### config.mk
export PLATFORM = sky130hd
export DESIGN_NAME = fetch_sequencer
export DESIGN_NICKNAME = d
export VERILOG_FILES = /design/src/rtl/fetch_pkg.sv /design/src/rtl/fetch_skid_fifo.sv /design/src/rtl/fetch_sequencer.sv
export SDC_FILE = /design/constraint.sdc
export NUM_CORES = 1
export LEC_CHECK = 0
export ABC_AREA = 1
export CORE_MARGIN = 2
export CORE_UTILIZATION = 38
export CTS_CLUSTER_SIZE = 40
export DETAILED_ROUTE_END_ITERATION = 8
export PLACE_DENSITY = 0.72
export SLEW_MARGIN = 20
export SYNTH_ARGS = -nofsm -noshare
export SYNTH_HDL_FRONTEND = slang
export SYNTH_HIERARCHICAL = 1
export SYNTH_SLANG_ARGS = --single-unit
### constraint.sdc
create_clock -name clk -period 5.9 [get_ports clk]
set_input_delay 0.885 -clock clk [delete_from_list [all_inputs] [get_ports clk]]
set_output_delay 0.885 -clock clk [all_outputs]
set_load 0.02 [all_outputs]
### src/rtl/fetch_pkg.sv
// Shared types and constants for the instruction fetch path.
package fetch_pkg;

  localparam int unsigned INST_W     = 32;
  localparam int unsigned ADDR_W     = 6;
  localparam int unsigned IMEM_DEPTH = 2 ** ADDR_W;

  localparam logic [INST_W-1:0] NOP_INST = 32'h0007_8000;

  typedef enum logic [1:0] {
    IDLE,
    RUN,
    DRAIN,
    DONE
  } fetch_state_t;

  typedef struct packed {
    logic [INST_W-1:0] inst;
    logic [ADDR_W-1:0] pc;
  } fetch_entry_t;

endpackage

### src/rtl/fetch_skid_fifo.sv
// Two-entry queue of fetched {instruction, pc} pairs feeding decode.
module fetch_skid_fifo
  import fetch_pkg::*;
(
  input  logic         clk,
  input  logic         rst,
  input  logic         push,
  input  logic         pop,
  input  logic         flush,
  input  fetch_entry_t wr_entry,
  output logic [1:0]   count,
  output fetch_entry_t head
);

  fetch_entry_t slot_q [2];
  logic         rd_ptr_q;
  logic         wr_ptr_q;
  logic [1:0]   count_q;
  logic         do_pop;

  assign do_pop = pop && (count_q != 2'd0);
  assign count  = count_q;
  assign head   = slot_q[rd_ptr_q];

  // Pointer and occupancy tracking; flush empties the queue outright.
  always_ff @(posedge clk) begin
    if (rst || flush) begin
      rd_ptr_q <= 1'b0;
      wr_ptr_q <= 1'b0;
      count_q  <= 2'd0;
    end else begin
      if (push) begin
        wr_ptr_q <= ~wr_ptr_q;
      end
      if (do_pop) begin
        rd_ptr_q <= ~rd_ptr_q;
      end
      count_q <= count_q + {1'b0, push} - {1'b0, do_pop};
    end
  end

  // Storage needs no reset: count gates every read.
  always_ff @(posedge clk) begin
    if (push && !flush) begin
      slot_q[wr_ptr_q] <= wr_entry;
    end
  end

  a_no_overflow: assert property (@(posedge clk) disable iff (rst)
    !(push && !flush && count_q == 2'd2));

endmodule

### src/rtl/fetch_sequencer.sv
// PC / fetch controller: issues instruction-memory reads, tracks the
// one-cycle read latency and hands fetched words to decode.
module fetch_sequencer
  import fetch_pkg::*;
#(
  parameter int unsigned INST_W    = fetch_pkg::INST_W,
  parameter int unsigned ADDR_W    = fetch_pkg::ADDR_W,
  parameter int unsigned START_PC  = 0,
  parameter int unsigned PROG_LAST = 9
) (
  input  logic              clk,
  input  logic              rst,
  input  logic              start,
  input  logic              redirect_valid,
  input  logic [ADDR_W-1:0] redirect_pc,
  output logic              imem_en,
  output logic [ADDR_W-1:0] imem_addr,
  input  logic [INST_W-1:0] imem_rdata,
  output logic              inst_valid,
  input  logic              inst_ready,
  output logic [INST_W-1:0] inst_out,
  output logic [ADDR_W-1:0] pc_out,
  output logic              busy,
  output logic              done
);

  localparam logic [ADDR_W-1:0] START_A = ADDR_W'(START_PC);
  localparam logic [ADDR_W-1:0] LAST_A  = ADDR_W'(PROG_LAST);

  fetch_state_t      state_q, state_d;
  logic [ADDR_W-1:0] pc_q, pc_d;
  logic              inflight_q;
  logic [ADDR_W-1:0] inflight_pc_q;

  logic [1:0]        count;
  fetch_entry_t      head;
  fetch_entry_t      wr_entry;
  logic              deq;
  logic              redir;
  logic              issue;
  logic              push;
  logic [2:0]        pending;
  logic [2:0]        room;

  assign inst_valid = (count != 2'd0);
  assign deq        = inst_valid && inst_ready;
  assign redir      = redirect_valid && (state_q == RUN || state_q == DRAIN);

  // occupancy + inflight - deq < 2, rearranged to avoid underflow
  assign pending = {1'b0, count} + {2'b0, inflight_q};
  assign room    = 3'd2 + {2'b0, deq};
  assign issue   = (state_q == RUN) && !redir && (pending < room);

  // A response arriving in a redirect cycle belongs to the old stream.
  assign push          = inflight_q && !redir;
  assign wr_entry.inst = imem_rdata;
  assign wr_entry.pc   = inflight_pc_q;

  assign imem_en   = issue;
  assign imem_addr = issue ? pc_q : '0;
  assign inst_out  = inst_valid ? head.inst : NOP_INST;
  assign pc_out    = inst_valid ? head.pc : '0;
  assign busy      = (state_q == RUN) || (state_q == DRAIN);
  assign done      = (state_q == DONE);

  fetch_skid_fifo u_queue (
    .clk      (clk),
    .rst      (rst),
    .push     (push),
    .pop      (deq),
    .flush    (redir),
    .wr_entry (wr_entry),
    .count    (count),
    .head     (head)
  );

  // Next-state and next-PC selection; redirect overrides halt detection.
  always_comb begin
    state_d = state_q;
    pc_d    = pc_q;
    case (state_q)
      IDLE, DONE: begin
        if (start) begin
          state_d = RUN;
          pc_d    = START_A;
        end
      end
      RUN: begin
        if (issue) begin
          pc_d = pc_q + 1'b1;
          if (pc_q == LAST_A) begin
            state_d = DRAIN;
          end
        end
      end
      DRAIN: begin
        if (count == 2'd0 && !inflight_q) begin
          state_d = DONE;
        end
      end
      default: state_d = IDLE;
    endcase
    if (redir) begin
      state_d = RUN;
      pc_d    = redirect_pc;
    end
  end

  // State, PC and in-flight read tracking.
  always_ff @(posedge clk) begin
    if (rst) begin
      state_q       <= IDLE;
      pc_q          <= START_A;
      inflight_q    <= 1'b0;
      inflight_pc_q <= '0;
    end else begin
      state_q    <= state_d;
      pc_q       <= pc_d;
      inflight_q <= issue;
      if (issue) begin
        inflight_pc_q <= pc_q;
      end
    end
  end

endmodule
== Yosys cells after proc, flatten, opt, wreduce, memory -nomap -nowiden ==
Memory sizes are Yosys's and may differ from the RTL's. A register that Yosys moved wholly into a read port is not among the register bits.
Cells that the tools add are included.

* Shift-type cells: 0
* Mux-type cells: 17
* Eq/ne operators: 12
* Multiply operators: 0
* Bitwise gates (word level): 2
* Add/subtract/negate cells: 5
* Reductions and logical operators: 21
* Magnitude comparators: 1
* Div/mod/pow operators: 0

{| class="wikitable"
|+ Operators by type and width
! operator !! count
|-
| $mux W32 || 1
|-
| $mux W6 || 5
|-
| $pmux W6 S2 || 1
|-
| $logic_and A1 B1 Y1 || 8
|-
| $mux W2 || 4
|-
| $reduce_and A4 Y1 || 2
|-
| $add A6 B1 Y6 const B || 1
|-
| $eq A6 B4 Y1 const B || 1
|-
| $ne A3 B1 Y1 const B || 2
|-
| $ne A3 B2 Y1 const B || 2
|-
| $pmux W2 S3 || 1
|-
| $mux W1 || 5
|-
| $eq A2 B2 Y1 const B || 2
|-
| $logic_not A2 Y1 || 2
|-
| $ne A2 B1 Y1 const B || 2
|-
| $ne A2 B2 Y1 const B || 2
|-
| $reduce_or A2 Y1 || 2
|-
| $add A2 B1 Y3 || 1
|-
| $add A2 B1 Y3 const A || 1
|-
| $lt A3 B3 Y1 || 1
|-
| $reduce_and A3 Y1 || 1
|-
| $reduce_bool A3 Y1 || 1
|-
| $add A2 B1 Y2 || 1
|-
| $eq A2 B1 Y1 const B || 1
|-
| 5 further kinds || 8
|}

* Bits in writable memories: 76
* Flip-flop bits (word level): 19
* Word-level logic and storage cells: 67
* ROM bits: 0
* Memories: 1
* Bits in latches: 0
* Output and inout port bits: 48
* Bits of input ports: 43

{| class="wikitable"
|+ Memory list
! memory !! depth !! bits a word !! read ports !! clocked after memory_dff !! wr ports !! line !! text
|-
| u_queue.slot_q || 2 || 38 || 1 || 1 || 1 || fetch_skid_fifo.sv:15 || <nowiki>fetch_entry_t slot_q [2];</nowiki>
|}

== Longest topological paths before layout ==
Gate-level depths: netlist of run 1.

* Depth after elaboration: 9
* Gate-level depth with buffers: 13

== Modules after synthesis ==
The synthesis of run 1 kept the hierarchy.

{| class="wikitable"
|+ By module, submodules not included
! module !! area an instance (um^2) !! times used !! cells an instance !! sequential area each (um^2)
|-
| fetch_skid_fifo || 3066.7 || 1 || 153 || 2382.3
|-
| fetch_sequencer || 1328.8 || 1 || 237 || 300.3
|}

== Least setup slack after synthesis of run 1 ==
No wires, ideal clock.

* Path kind: input to register
* From: input redirect_valid
* To: memory u_queue/slot_q[0][0] in the netlist's numbering (enable)
* Setup time: 481 ps
* Stages: 5
* Arrival time: 3810 ps
* Slack: 1610 ps
* Required time: 5419 ps
* Cell sequence: inv_1 nor2_2 nor2_1 inv_1 nor3_1

* Longest elaborated chain between the ends: 6

{| class="wikitable"
|+ Ends and longest elaborated chain
! element !! line !! text
|-
| from (decl) || fetch_sequencer.sv:14 || <nowiki>input logic redirect_valid,</nowiki>
|-
| $logic_and A1 B1 Y1 || fetch_sequencer.sv:47 || <nowiki>assign redir = redirect_valid && (state_q == RUN || state_q == DRAIN);</nowiki>
|-
| named net redir || fetch_sequencer.sv:39 || <nowiki>logic redir;</nowiki>
|-
| $logic_not A1 Y1 || fetch_sequencer.sv:55 || <nowiki>assign push = inflight_q && !redir;</nowiki>
|-
| $logic_and A1 B1 Y1 || fetch_sequencer.sv:55 ||
|-
| named net push || fetch_sequencer.sv:41 || <nowiki>logic push;</nowiki>
|-
| $logic_and A1 B1 Y1 || fetch_skid_fifo.sv:44 || <nowiki>if (push && !flush) begin</nowiki>
|-
| $mux W1 || fetch_skid_fifo.sv:44 ||
|-
| $mux W1 (implied by the code) || fetch_skid_fifo.sv:45 || <nowiki>slot_q[wr_ptr_q] <= wr_entry;</nowiki>
|-
| to (decl) || fetch_skid_fifo.sv:15 ||
|}

The timed path passes the listed nets, and every way through them passes these cells.

== Final worst setup path of run 1 ==
* From: input redirect_valid
* To: output imem_addr[2]

* Longest elaborated chain between the ends: 5

{| class="wikitable"
|+ Ends and longest elaborated chain
! element !! line !! text
|-
| $logic_and A1 B1 Y1 || fetch_sequencer.sv:47 ||
|-
| $logic_not A1 Y1 || fetch_sequencer.sv:52 || <nowiki>assign issue = (state_q == RUN) && !redir && (pending < room);</nowiki>
|-
| $logic_and A1 B1 Y1 (2 in series) || fetch_sequencer.sv:52 ||
|-
| $mux W6 || fetch_sequencer.sv:60 || <nowiki>assign imem_addr = issue ? pc_q : '0;</nowiki>
|-
| to (decl) || fetch_sequencer.sv:17 || <nowiki>output logic [ADDR_W-1:0] imem_addr,</nowiki>
|}

Every way passes these cells.

==> key figures, run 1 <==
Worst setup path
  – Cell Chain, Critical Path: clkdlybuf4s50_1, nand2_4, nand2_4, inv_6, nand3_4, clkinv_2, nand2_1, inv_1, clkdlybuf4s50_1
  – Worst Path Required: around 5000 ps
  – Slowest stage delay, CP: around 590 ps
  – CP delay by family, top: buffers and inverters
  – Setup CP Type: in -> out
  – CP Capture Type: primary output
  – Crit path arrival time: approximately 2600 ps
  – Slowest-stage cell, CP: clkdlybuf4s50_1
  – WP buf/inv: 5
  – Critical path startpoint category: input port
  – Max FO, Critical Path: 9

CTS
  – CTS tree: done
  – Clk pin slew, worst setup/hold paths: approximately 60 ps
  – Postcts setup bufs: 0
  – CTS Hold Buffers Added: 0
  – H-tree Lvls: 3
  – Total CTS buffers: 9
  – PostCTS Resize Cnt: 0
  – Clk_lat worst skew: between 300 and 400 ps
  – Clock Tree Root: clkbuf_16
  – Clock Path Buffers: 2
  – Sink Count: 96

Layout
  – Share of cells above drive strength 1: 16.2%
  – N_diodes: 0
  – Final #Nets: approximately 540
  – Area of the multi-input gates: between 1000 and 1500 um^2
  – Register area: ~2700 um^2
  – FILL cells: about 1000
  – P&R area growth vs syn: 31.1%

Route
  – WL per Instance: approximately 13 um
  – Drt drc: 0
  – First DRT Iteration DRCs: approximately 150
  – Antenna-violating nets left: 0
  – First-pass detailed-route iteration total: 5
  – Via count: ~2900
  – Routed WL: between 8000 and 9000 um
  – Vias per cell: around 4.6

Timing
  – TNS Setup: 0 ps
  – Final worst path period need: 3490 ps
  – RSZ-0062 raised after global routing: false
  – Tightest Pin Transition: ~860 ps
  – Final Hold Fails: 0
  – Period utilization: between 50% and 60%
  – Max Slew Vio Count: 0
  – Final setup violation count: 0
  – Post-Route Skew: between 7 and 8 ps
  – Relative slew margins: 42.7%
  – FMAX: ~0.29 GHz

Floorplanning
  – Row Count: 39
  – Vert. Die Dim: around 110 um
  – Die X: about 110 um
  – DIE AREA: between 10000 and 15000 um^2
  – Ports: 91
  – Initial Util: 38.7%
  – Core area: approximately 11000 um^2

Synthesis
  – Post-synth EDFFs: 76
  – Count of warnings emitted by yosys: 6
  – Syn_nets: roughly 440
  – Mapped cell area: 4400 um^2
  – Synth area leaders: edfxtp_1 52%, dfxtp_1 9.1%, mux2_4 6.8%
  – Synth top cells by count: 76 x edfxtp_1, 67 x inv_1, 65 x nor2_1
  – #FFs+latches synth: 96
  – Synthesized instance count: 390
  – Count leader, synth: edfxtp_1
  – Top_reg_cell synth: edfxtp_1
  – Post-synthesis sequential area ratio: between 60% and 70%
  – Largest area contributor in the netlist: edfxtp_1
  – Average cell area after synthesis: roughly 11 um^2
  – Distinct cells, synth: 31
  – Async set or reset register ratio after synthesis: 0%
  – Synth top area share: 51.9%

Power and ir drop
  – Pwr Density: 370 nW/um^2
  – Maximum vdd drop: 0.217 mV
  – Total Power: approximately 2.1 mW
  – P_leak: around 2.3 nW

Place
  – I/O Buffers: 90
  – GPL Wtd Cong: between 0.8 and 0.9
  – Final HPWL DP: about 5700 um

Global route
  – Largest net degree at the start of global routing: 41
  – Grt total ovfl: 0
  – Antenna violations before repair: 0
  – First-pass GRT wire length: between 10000 and 15000 um
  – Vias in the first global route: 2825
  – Aggregate global-route resource usage: a little over an eighth

Worst hold path
  – Worst Hold Class: reg -> reg

Job
  – Total of max-cap violations: 0

Run status
  – Outcome: complete, no violations
==> metrics by stage <==
stage / cells / utilization [%] / worst slack, ps / hold slack [ps] / area (um^2)
6_report: 631 / 50.7 / 2410 / 479 / 5760
5_1_grt: 631 / 50.7 / 2290 / 498 / 5760
4_1_cts: 631 / 50.6 / 2360 / 479 / 5760
3_5_place_dp: 616 / 47.9 / 2410 / 467 / 5450
3_3_place_gp: 616 / 47.9 / 2420 / 465 / 5450
2_1_floorplan: 390 / - / 1610 / 426 / 4400
==> layout by cell type, fill, tap and decap left out, types with 2 or more instances in the layout <==
master	n
a21oi_1	8
a21oi_2	2
buf_4	4
bufinv_16	2
clkbuf_16	9
clkdlybuf4s50_1	90
clkinv_2	2
dfxtp_1	19
edfxtp_1	76
ha_1	10
inv_1	67
inv_2	2
mux2_2	18
mux2_4	20
nand2_1	54
nand2_2	3
nand2_4	2
nand3_1	10
nand3_2	2
nand4_1	2
nor2_1	64
nor3_2	2
o21ai_0	5
or2_2	4
==> flip-flops by register name (all words and copies together), names as in the netlist, named ones only <==
register          cells
u_queue/slot_q       76
inflight_pc_q         6
pc_q                  6
state_q               2
u_queue/count         2
inflight_q            1
u_queue/rd_ptr_q      1
u_queue/wr_ptr_q      1
==> final cells by class <==
class                   instances  area share, %
flip-flops and latches         96           46.6
well taps                     143           3.11
multi-input cells             212           24.0
inverters                      71           4.74
repair buffers                 94           16.2
clock inverters                 6           1.48
clock buffers                   9           3.91
==> worst reg2reg max path, cell delays in order, from the launching register on <==
cell,delay [ps]
dfxtp_1,390
inv_1,80
ha_1,360
nor2_2,480
nor2_1,80
inv_1,170
ha_1,260
inv_1,60
ha_1,170
inv_1,60
nand2_1,80
nand3_1,80
nand2_1,60
nor2_1,40
==> worst paths after layout <==
path / from / end / slack (ps) / cells after the start
max reg2reg: state_q[0]$_SDFFE_PP0P_ / u_queue/count[1]$_SDFF_PP0_ / 3460 / 13
min: inflight_pc_q[3]$_SDFFE_PP0N_ / u_queue/slot_q[1][3]$_DFFE_PP_ / 480 / 0
min reg2reg: inflight_pc_q[3]$_SDFFE_PP0N_ / u_queue/slot_q[1][3]$_DFFE_PP_ / 480 / 0
max: redirect_valid / imem_addr[2] / 2410 / 9
==> routing by layer <==
| metal | wire length [um] | GRT usage [%] | vias up | part of all wire [%] |
|---|---|---|---|---|
| li1 | - | - | 1450 | - |
| met3 | 421 | 3.16 | 15 | 5.1 |
| met2 | 4120 | 23.3 | 84 | 50 |
| met4 | 170 | 5.84 | 0 | 2.1 |
| met5 | 0 | 0 | - | 0 |
| met1 | 3500 | 16.5 | 1331 | 43 |
==> report_power, final <==
group,switching [mW],internal (mW)
clock network,0.230,0.367
registers,0.0619,0.826
logic,0.374,0.275
==> cell families (layout without fill, tap and decap cells) <==
group | Yosys count | count (layout) | share of synthesized area, %
simple gates | 147 | 147 | 14.5
compound gates | 16 | 16 | 2.05
buf+inv | 82 | 180 | 7.94
mux | 38 | 38 | 11.4
flops | 96 | 96 | 61.0
xor+xnor | 1 | 1 | 0.199
fa+ha+maj | 10 | 10 | 2.85
(Power assumes the default switching activity.)
==> run 2: changes to the inputs <==
- PLACE_DENSITY: 0.72 -> 0.75
- clock period: 5.9 -> 2.8 ns (I/O delays scaled with it)
==> run 2 against run 1 <==
- final cell count is 1.1% higher
- sequential power is 110% higher
- die area stayed put
- wire length is 0.78% higher
- clock power is 83% higher
- flip-flop and latch count stayed put
- register-to-register slack worse by 2800 ps
- total power is 100% higher
- sequential share of layout area is 0.17 points lower
- first-iteration DRC count is 41% lower
- critical endpoint is now inst_out[1]
- highest routed layer unchanged
==> key figures, run 2 (synthesized netlist as in run 1, its figures left out) <==
Run status
  – Outcome: complete, no violations (unchanged)

CTS
  – Sink Count: 96 (unchanged)
  – Clk_lat worst skew: 340 ps (was 330 ps)
  – CTS tree: done (unchanged)
  – Clk pin slew, worst setup/hold paths: 70 ps (was 60 ps)
  – Clock Tree Root: clkbuf_16 (unchanged)
  – Postcts setup bufs: 0 (unchanged)
  – Clock Path Buffers: 2 (unchanged)
  – H-tree Lvls: 3 (unchanged)
  – CTS Hold Buffers Added: 0 (unchanged)
  – Total CTS buffers: 9 (unchanged)

Route
  – Vias per cell: 4.46 (was 4.56)
  – Via count: 2847 (was 2880)
  – WL per Instance: 13.0 um (about the same)
  – First-pass detailed-route iteration total: 5 (unchanged)
  – First DRT Iteration DRCs: 91 (was 154)
  – Drt drc: 0 (unchanged)
  – Antenna-violating nets left: 0 (unchanged)
  – Routed WL: 8270 um (was 8210 um)

Timing
  – Final worst path period need: between 2000 and 3000 ps
  – Setup ws final: 184 ps (was 2410 ps)
  – Final Hold Fails: 0 (unchanged)
  – Tightest Pin Transition: 512 ps (was 857 ps)
  – FMAX: approximately 0.38 GHz
  – Post-Route Skew: 9.19 ps (was 7.68 ps)
  – Final setup violation count: 0 (unchanged)
  – RSZ-0062 raised after global routing: false (unchanged)
  – Period utilization: slightly above 90%
  – Max Slew Vio Count: 0 (unchanged)
  – Relative slew margins: 65.8% (was 42.7%)

Power and ir drop
  – Psw: 1.43 mW (was 0.666 mW)
  – Pwr Density: 757 nW/um^2 (was 370 nW/um^2)
  – Combinational power share: 32.4% (was 30.4%)
  – Clock share of power: 24.9% (was 28.0%)
  – Sw Share: 32.8% (was 31.2%)
  – P_int: 2.94 mW (was 1.47 mW)
  – Maximum vdd drop: 0.434 mV (was 0.217 mV)
  – Seq pwr share: 42.7% (was 41.6%)
  – P_leak: 2.39 nW (was 2.34 nW)

Layout
  – FILL cells: 1029 (was 1033)
  – Commonest non-fill, non-tap cell in the layout: clkdlybuf4s50_1 (unchanged)
  – Final cell count without fillers: 638 (was 631)
  – Top Registers: u_queue/slot_q: 76 flops, inflight_pc_q: 6 flops, pc_q: 6 flops (unchanged)
  – Top reg by flops: u_queue/slot_q (unchanged)
  – Share of cells above drive strength 1: 16.8% (was 16.2%)
  – Final #Nets: 543 (was 537)
  – N_diodes: 0 (unchanged)
  – Most frequent cells in the layout: 83 x clkdlybuf4s50_1, 76 x edfxtp_1, 67 x inv_1 (was 90 x clkdlybuf4s50_1, 76 x edfxtp_1, 67 x inv_1)
  – Post-Layout Inst Area: 5780 um^2 (was 5760 um^2)
  – Max reg flops: 76 (unchanged)
  – P&R area growth vs syn: 31.4% (was 31.1%)

Global route
  – Aggregate global-route resource usage: 13.6% (about the same)
  – Grt total ovfl: 0 (unchanged)
  – Largest net degree at the start of global routing: 29 (was 41)
  – First-pass GRT wire length: 13300 um (about the same)
  – Antenna violations before repair: 0 (unchanged)
  – Vias in the first global route: 2786 (was 2825)

Worst setup path
  – Slowest-stage cell, CP: clkdlybuf4s50_1 (unchanged)
  – Worst Path Required: 2380 ps (was 5020 ps)
  – R2r endpoint: u_queue/count[1]$_SDFF_PP0_ (unchanged)
  – Crit path arrival time: 2200 ps (was 2610 ps)
  – Reg2reg setup slack: 640 ps (was 3460 ps)
  – Setup CP Type: reg -> out (was in -> out)
  – Cell Chain, Critical Path: buf_4, mux2_2, inv_1, nor2_1, clkdlybuf4s50_1 (was clkdlybuf4s50_1, nand2_4, nand2_4, inv_6, nand3_4, clkinv_2, nand2_1, inv_1, clkdlybuf4s50_1)
  – Worst reg2reg path depth: 13 (unchanged)
  – CP Capture Type: primary output (unchanged)
  – Slowest stage delay, CP: 540 ps (was 590 ps)
  – Critical path startpoint category: register (was input port)
  – Max FO, Critical Path: 17 (was 9)
  – Worst R2R Start: state_q[0]$_SDFFE_PP0P_ (unchanged)

Worst hold path
  – Hold Path Depth: 0 (unchanged)
  – Worst hold endpoint: u_queue/slot_q[1][2]$_DFFE_PP_ (was u_queue/slot_q[1][3]$_DFFE_PP_)
  – Min-delay src: inflight_pc_q[2]$_SDFFE_PP0N_ (was inflight_pc_q[3]$_SDFFE_PP0N_)
  – Worst Hold Class: reg -> reg (unchanged)

Place
  – GPL Wtd Cong: 0.886 (was 0.808)
  – DP Area: 5520 um^2 (was 5450 um^2)
  – Placed instance count: 622 (was 616)
  – I/O Buffers: 90 (unchanged)
  – Pre-CTS WS: 307 ps (was 2410 ps)
  – Final HPWL DP: 6040 um (was 5710 um)

Floorplanning
  – Ports: 91 (unchanged)
  – Row Count: 39 (unchanged)
  – DIE AREA: 12400 um^2 (unchanged)
  – Initial Util: 38.7% (unchanged)
  – Core area: 11400 um^2 (unchanged)
  – Die X: 112 um (unchanged)
  – Vert. Die Dim: 112 um (unchanged)

Job
  – Total of max-cap violations: 0 (unchanged)
-- run 2: worst max-delay path by stage --
stage	depth (start not counted)	endpoint	from	slack [ps]
finish	5	inst_out[1]	register	180
global route	11	imem_addr[5]	state_q[0]$_SDFFE_PP0P_	70
CTS	9	imem_en	state_q[0]$_SDFFE_PP0P_	80
detailed placement	9	imem_addr[4]	redirect_valid	310
global placement	9	imem_addr[2]	redirect_valid	330
floorplan	6	u_queue/slot_q[0][0]$_DFFE_PP_	state_q[0]$_SDFFE_PP0P_	-170
-- run 2: critical path: cells and delay by family (launching register included) --
kind	cells	cell delay, ps
flip-flops	1	480
AND/OR/NAND/NOR	1	50
buffers and inverters	3	960
multiplexers	1	370
-- run 2: cell type report --
class,count,area [um^2],share of cell area (%)
Clock inverter,6,35.0,0.606
Clock buffer,10,229,3.96
Tap cell,143,179,3.10
Timing Repair Buffer,100,983,17.0
Inverter,71,273,4.72
Sequential cell,96,2680,46.5
Multi-Input combinational cell,212,1390,24.1
-- run 2: metrics by stage --
stage / utilization, % / total power [mW] / setup TNS [ps] / hold WS (ps)
floorplan: - / 2.80 / -13250 / 426
global placement: 48.5 / 3.29 / 0 / 464
detailed placement: 48.5 / 3.34 / 0 / 467
CTS: 50.8 / 4.42 / 0 / 484
global route: 50.8 / 4.64 / 0 / 513
finish: 50.8 / 4.37 / 0 / 489
-- run 2: what timing repair did --
| item | 4_1_cts | 5_1_grt |
|---|---|---|
| pin swaps | 0 | 0 |
| endpoints found under the hold margin | 0 | 0 |
| endpoints found under the setup margin | 6 | 1 |
| resized for setup | 6 | 1 |
-- run 2: per-layer routing --
layer  global-route usage, %  routed length [um]  up-vias  part of all wire (%)
met5                       0                   0        -                     0
met4                    7.08                 186        0                   2.2
met3                    2.61                 424       15                   5.1
met2                    23.4                4070       82                    49
met1                    16.3                3590     1293                    43
li1                        -                   -     1457                     -
-- run 2: power groups by stage --
stage               registers [mW]  logic (mW)  clock network [mW]
floorplan                     1.85       0.952                   0
global placement              1.89        1.41                   0
detailed placement            1.90        1.44                   0
CTS                           1.87        1.43                1.12
global route                  1.89        1.57                1.17
finish                        1.87        1.41                1.09
==> run 3: changes to the inputs <==
- CTS_CLUSTER_SIZE: 40 -> 28
- PLACE_DENSITY: 0.75 -> 0.72
- clock period: 2.8 -> 3 ns (I/O delays scaled with it)
==> run 3 against run 2 <==
- non-clock buffer count decreased by 3
- worst setup slack better by 9.8 ps
- wire length is 0.98% higher
- largest cell class unchanged
==> key figures, run 3 (synthesized netlist as in run 1, its figures left out) <==
Floorplanning
  – Die X: 112 um (unchanged)
  – Initial Util: 38.7% (unchanged)
  – Vert. Die Dim: 112 um (unchanged)
  – Core area: 11400 um^2 (unchanged)
  – Row Count: 39 (unchanged)
  – DIE AREA: 12400 um^2 (unchanged)
  – Ports: 91 (unchanged)

Layout
  – Top reg by flops: u_queue/slot_q (unchanged)
  – Share of cells above drive strength 1: 16.5% (was 16.8%)
  – Most frequent cells in the layout: 84 x clkdlybuf4s50_1, 76 x edfxtp_1, 67 x inv_1 (was 83 x clkdlybuf4s50_1, 76 x edfxtp_1, 67 x inv_1)
  – Commonest non-fill, non-tap cell in the layout: clkdlybuf4s50_1 (unchanged)
  – P&R area growth vs syn: 32.2% (was 31.4%)
  – Fin util: 51.1% (was 50.8%)
  – N_diodes: 0 (unchanged)
  – Final #Nets: 540 (was 543)
  – Final cell count without fillers: 635 (was 638)
  – Max reg flops: 76 (unchanged)
  – Top Registers: u_queue/slot_q: 76 flops, inflight_pc_q: 6 flops, pc_q: 6 flops (unchanged)

Timing
  – Relative slew margins: 66.2% (was 65.8%)
  – Min Hold Slack: 479 ps (was 489 ps)
  – FMAX: between 0.3 and 0.4 GHz
  – Final worst path period need: about 2800 ps
  – RSZ-0062 raised after global routing: false (unchanged)
  – Final Hold Fails: 0 (unchanged)
  – Final setup violation count: 0 (unchanged)
  – Period utilization: between 90 and 100%
  – Max Slew Vio Count: 0 (unchanged)
  – Tightest Pin Transition: 505 ps (was 512 ps)
  – Post-Route Skew: 13.6 ps (was 9.19 ps)
  – TNS Setup: 0 ps (unchanged)

Place
  – I/O Buffers: 90 (unchanged)
  – Final HPWL DP: 5980 um (was 6040 um)
  – GPL Wtd Cong: 0.842 (was 0.886)
  – Placed instance count: 619 (was 622)

Run status
  – Outcome: complete, no violations (unchanged)

Worst setup path
  – R2r endpoint: u_queue/count[1]$_SDFF_PP0_ (unchanged)
  – Worst R2R Start: u_queue/count[0]$_SDFF_PP0_ (was state_q[0]$_SDFFE_PP0P_)
  – CP Capture Type: primary output (unchanged)
  – CP delay by family, top: buffers and inverters (unchanged)
  – CP dominant cell by count: nand2_4
  – Critical path startpoint category: register (unchanged)
  – Reg2reg setup slack: 810 ps (was 640 ps)
  – Cell Chain, Critical Path: inv_1, ha_1, inv_2, nand2_4, nand2_4, inv_6, nand3_4, clkinv_2, clkdlybuf4s50_1 (was buf_4, mux2_2, inv_1, nor2_1, clkdlybuf4s50_1)
  – Slowest-stage cell, CP: clkdlybuf4s50_1 (unchanged)
  – Critical path origin: state_q[0]$_SDFFE_PP0P_
  – Setup CP Type: reg -> out (unchanged)
  – Crit path arrival time: 2360 ps (was 2200 ps)
  – Worst Path Required: 2550 ps (was 2380 ps)
  – CP endpoint: imem_en (was inst_out[1])
  – Worst reg2reg path depth: 12 (was 13)
  – WP buf/inv: 5 (was 3)
  – Instance count on the critical path: 9 (was 5)
  – Slowest stage delay, CP: 620 ps (was 540 ps)
  – Max FO, Critical Path: 9 (was 17)

CTS
  – Total CTS buffers: 9 (unchanged)
  – Sink Count: 96 (unchanged)
  – Clock Path Buffers: 2 (unchanged)
  – H-tree Lvls: 3 (unchanged)
  – Clk_lat worst skew: 340 ps (about the same)
  – Clk pin slew, worst setup/hold paths: 70 ps (about the same)
  – CTS tree: done (unchanged)
  – Clock Tree Root: clkbuf_16 (unchanged)

Global route
  – Grt total ovfl: 0 (unchanged)
  – First-pass GRT wire length: 13700 um (was 13300 um)
  – Aggregate global-route resource usage: 13.9% (was 13.6%)
  – Vias in the first global route: 2867 (was 2786)
  – Largest net degree at the start of global routing: 29 (unchanged)
  – Antenna violations before repair: 0 (unchanged)

Power and ir drop
  – Pwr Density: 728 nW/um^2 (was 757 nW/um^2)
  – Total Power: 4.23 mW (was 4.37 mW)
  – P_int: 2.90 mW (was 2.94 mW)
  – Psw: 1.33 mW (was 1.43 mW)
  – Seq pwr share: 41.3% (was 42.7%)
  – Clock share of power: 28.0% (was 24.9%)
  – P_leak: 2.46 nW (was 2.39 nW)
  – Combinational power share: 30.8% (was 32.4%)
  – Sw Share: 31.4% (was 32.8%)
  – Maximum vdd drop: 0.477 mV (was 0.434 mV)

Worst hold path
  – Min-delay src: inflight_pc_q[3]$_SDFFE_PP0N_ (was inflight_pc_q[2]$_SDFFE_PP0N_)
  – Worst Hold Class: reg -> reg (unchanged)

Route
  – WL per Instance: 13.1 um (was 13.0 um)
  – Antenna-violating nets left: 0 (unchanged)
  – Routed WL: 8350 um (was 8270 um)
  – Via count: 2909 (was 2847)
  – Vias per cell: 4.58 (was 4.46)
  – First-pass detailed-route iteration total: 4 (was 5)
  – First DRT Iteration DRCs: 110 (was 91)
  – Drt drc: 0 (unchanged)

Job
  – Total of max-cap violations: 0 (unchanged)
run 3: changes by cell type in the layout (fill, tap and decap cells not counted), sizes merged:
cell and change:
bufinv +2, dlymetal6s2s +5, inv -1, clkdlybuf4s50 +1
clkinvlp -1, buf -3, dlygate4sd2 -6
run 3: worst min-delay path by stage:
stage	end	cells past startpoint
2_1_floorplan	u_queue/slot_q[0][0]$_DFFE_PP_	0
3_3_place_gp	u_queue/slot_q[0][3]$_DFFE_PP_	0
3_5_place_dp	u_queue/slot_q[1][3]$_DFFE_PP_	0
4_1_cts	u_queue/slot_q[1][3]$_DFFE_PP_	0
5_1_grt	u_queue/slot_q[1][1]$_DFFE_PP_	0
6_report	u_queue/slot_q[1][3]$_DFFE_PP_	0
run 3: what timing repair did:
item / CTS / global route
hold buffers: 0 / 0
endpoints found under the setup margin: 0 / 6
gates resized for setup: 0 / 6
setup buffers: 0 / 0
run 3: cell type report:
cell class                 count  area [um^2]
clock buffer                  10          229
clock inverter                 6         83.8
fill                        1031         5560
inverter                      71          273
multi-input combinational    212         1380
sequential                    96         2680
tap                          143          179
timing repair buffer          97          981
run 3: metrics by stage:
step | worst slack, ps | instance area, um^2
2_1_floorplan | -1130 | 4400
3_3_place_gp | 397 | 5480
3_5_place_dp | 345 | 5480
4_1_cts | 26.5 | 5800
5_1_grt | 33.8 | 5810
6_report | 193 | 5810
run 3: per-layer routing:
layer	global-route usage (%)	vias up	share of wire [%]
met4	6.01	0	1.3
met3	2.29	8	3.9
met1	16.6	1364	42
li1	-	1458	-
met2	24.6	79	53
met5	0	-	0
run 3: worst reg2reg max path, stage by stage, from the launching register on:
cell,delay (ps)
dfxtp_1,390
nor2_4,340
buf_4,350
nor2_1,90
inv_1,60
nor2_1,50
ha_1,270
inv_1,40
ha_1,180
inv_1,60
nand2_1,60
a21oi_1,150
nor2_1,60
run 3: power by group through the flow:
stage	logic, mW	clock network [mW]	registers [mW]
floorplan	0.884	0	1.73
global placement	1.29	0	1.76
detailed placement	1.31	0	1.77
CTS	1.32	1.21	1.74
global route	1.46	1.26	1.76
finish	1.30	1.18	1.75
